[config.mk]
export PLATFORM = sky130hd
export DESIGN_NAME = stream_range_src
export DESIGN_NICKNAME = d
export VERILOG_FILES = /design/src/rtl/stream_pkg.sv /design/src/rtl/stream_out_reg.sv /design/src/rtl/stream_range_src.sv
export SDC_FILE = /design/constraint.sdc
export NUM_CORES = 1
export LEC_CHECK = 0
export ABC_AREA = 1
export CAP_MARGIN = 20
export CELL_PAD_IN_SITES_DETAIL_PLACEMENT = 1
export CELL_PAD_IN_SITES_GLOBAL_PLACEMENT = 1
export CORE_ASPECT_RATIO = 0.9
export CORE_MARGIN = 2
export CORE_UTILIZATION = 34
export DETAILED_ROUTE_END_ITERATION = 8
export PLACE_DENSITY = 0.91
export SYNTH_ARGS = -nofsm -noshare
export SYNTH_HDL_FRONTEND = slang
export SYNTH_SLANG_ARGS = --single-unit
export TNS_END_PERCENT = 1
[constraint.sdc]
create_clock -name clk -period 1.9 [get_ports clk]
set_input_delay 0.285 -clock clk [delete_from_list [all_inputs] [get_ports clk]]
set_output_delay 0.285 -clock clk [all_outputs]
set_load 0.1 [all_outputs]
[src/rtl/stream_pkg.sv]
// -----------------------------------------------------------------------------
// stream_pkg
// Shared definitions for the stream sources and sinks of this codebase:
//   - INT_N_DEF       : default integer width (intN) of stream elements
//   - STREAM_*        : bit positions of the fields of a flattened stream
//                       handshake bundle {last, ready, valid, data}
//   - IDLE/RUN/FIN    : state encoding of the stream source FSMs
// -----------------------------------------------------------------------------
package stream_pkg;

   localparam int INT_N_DEF = 32;

   // Flattened stream bundle layout: data occupies the low INT_N bits,
   // followed by valid, ready and last.
   localparam int STREAM_DATA_LSB  = 0;
   localparam int STREAM_DATA_MSB  = INT_N_DEF - 1;
   localparam int STREAM_VALID_BIT = INT_N_DEF;
   localparam int STREAM_READY_BIT = INT_N_DEF + 1;
   localparam int STREAM_LAST_BIT  = INT_N_DEF + 2;
   localparam int STREAM_W         = INT_N_DEF + 3;

   localparam logic [1:0] IDLE = 2'd0;
   localparam logic [1:0] RUN  = 2'd1;
   localparam logic [1:0] FIN  = 2'd2;

endpackage

[src/rtl/stream_out_reg.sv]
// -----------------------------------------------------------------------------
// stream_out_reg
// Output holding register of a valid/ready stream source. Contents are only
// changed by an explicit load or clear from the owning source, so data/last
// stay stable while the element waits for the consumer.
// Ports:
//   clk, nrst  : clock, asynchronous active-low reset
//   i_load     : capture i_data/i_last and raise o_valid
//   i_clear    : drop o_valid/o_last (data keeps its last value)
//   i_data     : element to present
//   i_last     : element is the last of its sequence
//   o_data     : presented element
//   o_valid    : o_data/o_last valid
//   o_last     : presented element is the last one
// -----------------------------------------------------------------------------
module stream_out_reg #(
   parameter int W = 32
) (
   input  logic         clk,
   input  logic         nrst,
   input  logic         i_load,
   input  logic         i_clear,
   input  logic [W-1:0] i_data,
   input  logic         i_last,
   output logic [W-1:0] o_data,
   output logic         o_valid,
   output logic         o_last
);

   logic [W-1:0] r_data;
   logic         r_valid;
   logic         r_last;

   always_ff @(posedge clk or negedge nrst) begin
      if (!nrst) begin
         r_data  <= '0;
         r_valid <= 1'b0;
         r_last  <= 1'b0;
      end else if (i_load) begin
         r_data  <= i_data;
         r_valid <= 1'b1;
         r_last  <= i_last;
      end else if (i_clear) begin
         r_valid <= 1'b0;
         r_last  <= 1'b0;
      end
   end

   assign o_data  = r_data;
   assign o_valid = r_valid;
   assign o_last  = r_last;

endmodule

[src/rtl/stream_range_src.sv]
// -----------------------------------------------------------------------------
// stream_range_src
// Stream source feeding the sum reduction stage. A command (start, step, count)
// is turned into the arithmetic sequence start, start+step, ... of `count`
// elements; the final element carries out_last and a one-cycle done pulse
// follows the final transfer (or a zero-count command).
// Ports:
//   clk, nrst  : clock, asynchronous active-low reset
//   cmd_valid  : command offered
//   cmd_ready  : command accepted when cmd_valid && cmd_ready (registered)
//   start_in   : first element value
//   step_in    : two's complement increment
//   count_in   : number of elements (0 allowed)
//   out_data   : current element
//   out_valid  : out_data/out_last valid
//   out_ready  : consumer accepts the element
//   out_last   : final element of the sequence
//   done       : one-cycle completion pulse
//   busy       : any state other than IDLE
// -----------------------------------------------------------------------------
module stream_range_src
   import stream_pkg::*;
#(
   parameter int INT_N = INT_N_DEF,
   parameter int CNT_W = 16
) (
   input  logic             clk,
   input  logic             nrst,
   input  logic             cmd_valid,
   output logic             cmd_ready,
   input  logic [INT_N-1:0] start_in,
   input  logic [INT_N-1:0] step_in,
   input  logic [CNT_W-1:0] count_in,
   output logic [INT_N-1:0] out_data,
   output logic             out_valid,
   input  logic             out_ready,
   output logic             out_last,
   output logic             done,
   output logic             busy
);

   logic [1:0]       r_state;
   logic             r_cmd_ready;
   logic [CNT_W-1:0] r_remaining;
   logic [INT_N-1:0] r_step;

   logic             w_accept;
   logic             w_count_zero;
   logic             w_xfer;
   logic             w_load;
   logic             w_clear;
   logic [INT_N-1:0] w_next_data;
   logic             w_next_last;
   logic [INT_N-1:0] w_out_data;
   logic             w_out_valid;
   logic             w_out_last;

   assign w_accept     = cmd_valid && r_cmd_ready && (r_state == IDLE);
   assign w_count_zero = (count_in == '0);
   assign w_xfer       = w_out_valid && out_ready;

   // The output register is loaded either with the first element of a new
   // command or with the successor of an element just transferred.
   assign w_load      = (w_accept && !w_count_zero) || (w_xfer && !w_out_last);
   assign w_clear     = w_xfer && w_out_last;
   assign w_next_data = w_accept ? start_in : (w_out_data + r_step);
   assign w_next_last = w_accept ? (count_in == CNT_W'(1)) : (r_remaining == CNT_W'(1));

   stream_out_reg #(
      .W (INT_N)
   ) u_out_reg (
      .clk     (clk),
      .nrst    (nrst),
      .i_load  (w_load),
      .i_clear (w_clear),
      .i_data  (w_next_data),
      .i_last  (w_next_last),
      .o_data  (w_out_data),
      .o_valid (w_out_valid),
      .o_last  (w_out_last)
   );

   always_ff @(posedge clk or negedge nrst) begin
      if (!nrst) begin
         r_state     <= IDLE;
         r_cmd_ready <= 1'b1;
         r_remaining <= '0;
         r_step      <= '0;
      end else begin
         case (r_state)
            IDLE: begin
               if (w_accept) begin
                  r_cmd_ready <= 1'b0;
                  if (w_count_zero) begin
                     r_state <= FIN;
                  end else begin
                     r_step      <= step_in;
                     r_remaining <= count_in - CNT_W'(1);
                     r_state     <= RUN;
                  end
               end
            end
            RUN: begin
               if (w_xfer) begin
                  if (w_out_last) begin
                     r_state <= FIN;
                  end else begin
                     r_remaining <= r_remaining - CNT_W'(1);
                  end
               end
            end
            FIN: begin
               r_state     <= IDLE;
               r_cmd_ready <= 1'b1;
            end
            default: begin
               r_state     <= IDLE;
               r_cmd_ready <= 1'b1;
            end
         endcase
      end
   end

   assign cmd_ready = r_cmd_ready;
   assign out_data  = w_out_data;
   assign out_valid = w_out_valid;
   assign out_last  = w_out_last;
   assign done      = (r_state == FIN);
   assign busy      = (r_state != IDLE);

endmodule

Word-level counts from Yosys, hierarchy flattened
Cells that the tools add are included.
Storage, ports and cells
  word-level logic and storage cells: 56
  register bits: 85
  output and inout bits: 37
  input port bits: 84
Operators by class
  mux-type cells: 17
  reduce and logical (&&, ||, !) cells: 18
  $add $sub $neg: 3
  bitwise operators: 2
  eq/ne operators: 9
Operators by type and width (number)
  $mux W16: 4
  $add A32 B32 Y32: 1
  $eq A16 B1 Y1 const B: 2
  $mux W32: 1
  $pmux W16 S2: 1
  $sub A16 B1 Y16 const B: 2
  $logic_not A16 Y1: 1
  $mux W2: 4
  $ne A2 B2 Y1 const B: 4
  $logic_and A1 B1 Y1: 6
  $reduce_and A3 Y1: 2
  $reduce_bool A2 Y1: 3
  $mux W1: 5
  $reduce_and A5 Y1: 1
  $pmux W2 S2: 1
  $eq A2 B1 Y1 const B: 1
  $eq A2 B2 Y1 const B: 1
  $logic_not A1 Y1: 2
  $logic_not A2 Y1: 1
  $ne A2 B1 Y1 const B: 1
  $not A1 Y1: 2
  $pmux W1 S2: 1
  $reduce_and A2 Y1: 1
  $logic_or A1 B1 Y1: 1

Depth between registers and ports, before layout
  depth in word-level cells: 5
  depth in mapped cells: 14
  depth with buffers taken out: 13

Modules after synthesis
Synthesis repeated with hierarchy kept, for this count alone.
Unflattened totals
  cells, all modules: 1150
  area, all modules: 7043.0 um^2
Modules (own cells, without submodules)
  stream_range_src: area an instance 5665.4 um^2, cells an instance 1006, times used 1, seq. area each 1277.5 um^2
  stream_out_reg: area an instance 1377.6 um^2, cells an instance 144, times used 1, seq. area each 850.8 um^2

Worst setup path before layout
Ideal clock, no wire load.
  path type: reg2reg
  from: reg u_out_reg.r_data[0] (netlist: u_out_reg.o_data[0])
  to: reg u_out_reg.r_data[20] (netlist: u_out_reg.o_data[20])
  clock period less this slack: 2.440 ns
  required time: 1.780 ns
  arrival time: 2.320 ns
  stages on the path, launching flop included: 13
  slack: -0.540 ns
  cell sequence: dfrtp_1 -> ha_1 -> fa_1 -> nand3_1 -> nand3_1 -> nand3_1 -> nand3_1 -> nand3_1 -> nand2_1 -> nand2_1 -> nand3_1 -> nand2_1 -> nand2_1
On the way
  word-level cells in the longest chain between the ends: 2
RTL lines
  start: declaration: RTL line stream_out_reg.sv:30  | logic [W-1:0] r_data;
  start signal: assignment: RTL line stream_out_reg.sv:40  | r_data <= i_data;
  $add A32 B32 Y32: RTL line stream_range_src.sv:66  | assign w_next_data = w_accept ? start_in : (w_out_data + r_step);
  $mux W32: RTL line stream_range_src.sv:66
No other way between the ends.
A chain may end at the register's enable or synchronous reset.

Final worst setup path
  from: reg u_out_reg.r_data[12] (netlist: u_out_reg.o_data[12])
  to: reg u_out_reg.r_data[18] (netlist: u_out_reg.o_data[18])
Same word-level chain as after synthesis.

==> impl_metrics.py <==
metrics = {
    "outcome": {
        "outcome": "finished, violations left",
        "failed_checks": "negative setup slack",
    },
    "layout": {
        "drive_above_1_share_pct": 24.7,
        "syn_to_final_growth_pct": 47.5,
        "nNetsFinal": 1446,
        "final_util_pct": 51.5,
        "antennaDiodeCount": 0,
    },
    "floorplan": {
        "coreArea_um2": 19300,
        "die_x_um": 153,
        "die_y_um": 138,
        "dieArea_um2": 21000,
        "io_pins": 121,
        "rows": 48,
        "start_util_pct": 34.9,
    },
    "sta": {
        "setup_viol": 25,
        "hold_violations": 0,
        "fmax_mhz": 466,
        "relSlewSlack_pct": 68.0,
        "setup_ws_ns": -0.245,
        "rsz0062_at_grt": "yes",
        "skew_ns": 0.0120,
        "slew_viol_final": 0,
        "period_share_pct": 113,
        "tightest_slew_ns": 0.480,
        "min_period_ns": 2.15,
    },
    "placed_design": {
        "port_buffers": 120,
        "place_congestion": 0.863,
        "dp_hpwl_um": 20900,
    },
    "worst_setup_path": {
        "cp.arrival_ns": 2.39,
        "cp-start-kind": "register",
        "cp-end-kind": "register",
        "slowest_delay_ns": 0.45,
        "cp.required_ns": 2.14,
        "cp_max_fo": 4,
        "crit_slowest_cell": "dfrtp_2",
        "path_class": "register to register",
        "path_buf_inv": 3,
        "cp_top_family": "simple AND/OR/NAND/NOR gates",
        "crit_path_cell_trace": "ha_4 -> nand2_1 -> inv_1 -> nand2_1 -> nand2_1 -> buf_4 -> nand2_1 -> nand2_1 -> inv_1 -> nand2_1 -> nand2_1 -> nand2_1 -> o21ai_1 -> nand2_1",
        "timing.critical_path.mode_cell": "nand2_1",
    },
    "clock_network": {
        "cts_buffer_depth": 2,
        "cts_setup_buffers": 0,
        "insertion_delay_ns": 0.37,
        "cts_tree": "yes",
        "clk_pin_slew_worst_paths_ns": 0.07,
        "clockRootBuffer": "clkbuf_16",
        "htree_levels": 3,
        "clock-sinks": 85,
        "cts_buffers": 9,
    },
    "route": {
        "first_pass_iters": 6,
        "drc": 0,
        "wl_per_cell_um": 20.0,
        "vias": 8469,
        "routed_wl_um": 31600,
        "via_per_inst": 5.36,
        "ant_nets": 0,
        "initialDrtViolationCount": 526,
    },
    "synthesis": {
        "post-synth-top-count-cell": "nand2_1",
        "synth_top_area_share_pct": 31.1,
        "synth-main-ff-cell": "dfrtp_1",
        "yosysUniqueCellTypes": 38,
        "synth.area.top_cells": "dfrtp_1, nand2_1, inv_1",
        "syn_nets": 1219,
        "ys_seq_area_share_pct": 31.5,
        "synth-edff-count": 0,
        "syn_avg_cell_area_um2": 6.15,
        "synth_top_area_cell": "dfrtp_1",
        "yosys_warnings": 0,
        "synthCells": 1099,
        "synth_area_um2": 6760,
        "synth_commonest_cells": "nand2_1, inv_1, nor2_1, dfrtp_1, nand3_1",
        "ys_async_sr_fraction_pct": 100,
        "synth_seq_cells": 85,
    },
    "global_routing": {
        "track_usage_pct": 29.7,
        "grt_start_max_net_pins": 40,
        "grt_pass1_vias": 9191,
        "grt_pass1_wl_um": 49000,
        "antenna_found_initial": 1,
        "gr-total-overflow": 0,
    },
    "flow_run": {
        "drv_cap": 0,
    },
    "worst_hold_path": {
        "hp-class": "primary input to async pin",
    },
}
[cell type report]
type                            count  area, µm²
Sequential cell                    85       2180
Clock buffer                       11        243
Fill cell                        2522       9370
Tap cell                          250        313
Multi-Input combinational cell    834       4430
Clock inverter                      5       60.1
Timing Repair Buffer              241       2150
Inverter                          155        592
[state kept, by name, summed over array words and instances, names as in the netlist]
| signal | cells |
|---|---|
| r_step | 32 |
| u_out_reg.o_data | 32 |
| r_remaining | 16 |
| r_state | 2 |
| cmd_ready | 1 |
| u_out_reg.o_last | 1 |
| u_out_reg.o_valid | 1 |
[layout by cell type, fill, tap and decap left out, types with 2 or more instances in the layout]
cell             count
nand4_1              8
nand2_2             31
xnor2_1              5
nand2_4              4
nor3_2               2
ha_2                 6
clkbuf_16            9
nand2_1            419
dfrtp_1             50
o21ai_1              4
buf_4              146
o21ai_2              5
ha_4                18
a21oi_1             34
nor2_2              18
nor2_1             107
nand3_4              3
o21bai_1             2
nor4_1               2
inv_1              145
nand3_1             57
a21oi_2              7
ha_1                11
dfrtp_2             33
a31oi_1              8
nor2_4               4
buf_12              10
xor2_1              13
inv_2                7
nor3_1               6
clkdlybuf4s50_1     82
o21ai_0             41
nand3_2              9
[worst paths after layout]
path | startpoint | cells past startpoint | to | slack (ns)
worst min-delay path | nrst | 2 | u_out_reg.o_data[2] | 0.42
max in group asynchronous | nrst | 3 | u_out_reg.o_data[8] | 0.89
min in group clk | step_in[23] | 3 | r_step[23] | 0.45
worst min register to register | r_step[26] | 2 | r_step[26] | 0.48
worst max-delay path | u_out_reg.o_data[12] | 14 | u_out_reg.o_data[18] | -0.25
worst max register to register | u_out_reg.o_data[12] | 14 | u_out_reg.o_data[18] | -0.25
[stage by stage]
stage	hold slack [ns]	std cells	setup TNS, ns	setup WS, ns	area, µm²
detailed placement	0.268	1564	-18.18	-0.361	9130
CTS	0.449	1581	-0.679	-0.114	9800
global route	0.466	1581	-4.34	-0.339	9970
finish	0.420	1581	-2.45	-0.245	9970
global placement	0.269	1564	-8.28	-0.149	9130
floorplan	-0.0106	1099	-1.74	-0.147	6820
[kinds of logic after synthesis]
kind of cell / after synthesis / share of synthesized area (%)
AO/OA/AOI/OAI: 106 / 8.54
XOR/XNOR: 19 / 2.46
adder cells (fa/ha/maj): 36 / 6.78
buffers and inverters: 180 / 10.8
flip-flops: 85 / 31.5
AND/OR/NAND/NOR: 673 / 40.0
[worst reg2reg max path: cells and delay by family (launching register included)]
family | cells | cell delay, ns
buf+inv | 3 | 0.32
fa+ha+maj | 1 | 0.28
simple gates | 9 | 0.84
flops | 1 | 0.45
compound gates | 1 | 0.13
[what timing repair did]
item | 4_1_cts | 5_1_grt
hold endpoints to repair | 29 | 0
gates cloned | 0 | 0
hold buffers | 1 | 0
gates resized for setup | 66 | 55
pin swaps | 5 | 8
endpoints found under the setup margin | 27 | 75
[layer usage]
metal | track usage (%) | share of wire [%] | wire [µm]
met1 | 34.2 | 40 | 12500
met2 | 53.8 | 49 | 15600
met3 | 4.81 | 5.9 | 1850
met4 | 15.3 | 5.0 | 1570
met5 | 0 | 0 | 0
Power is left out: the tool's default activity adds up to more than one toggle a clock period on the data nets, which glitch-free logic cannot reach.
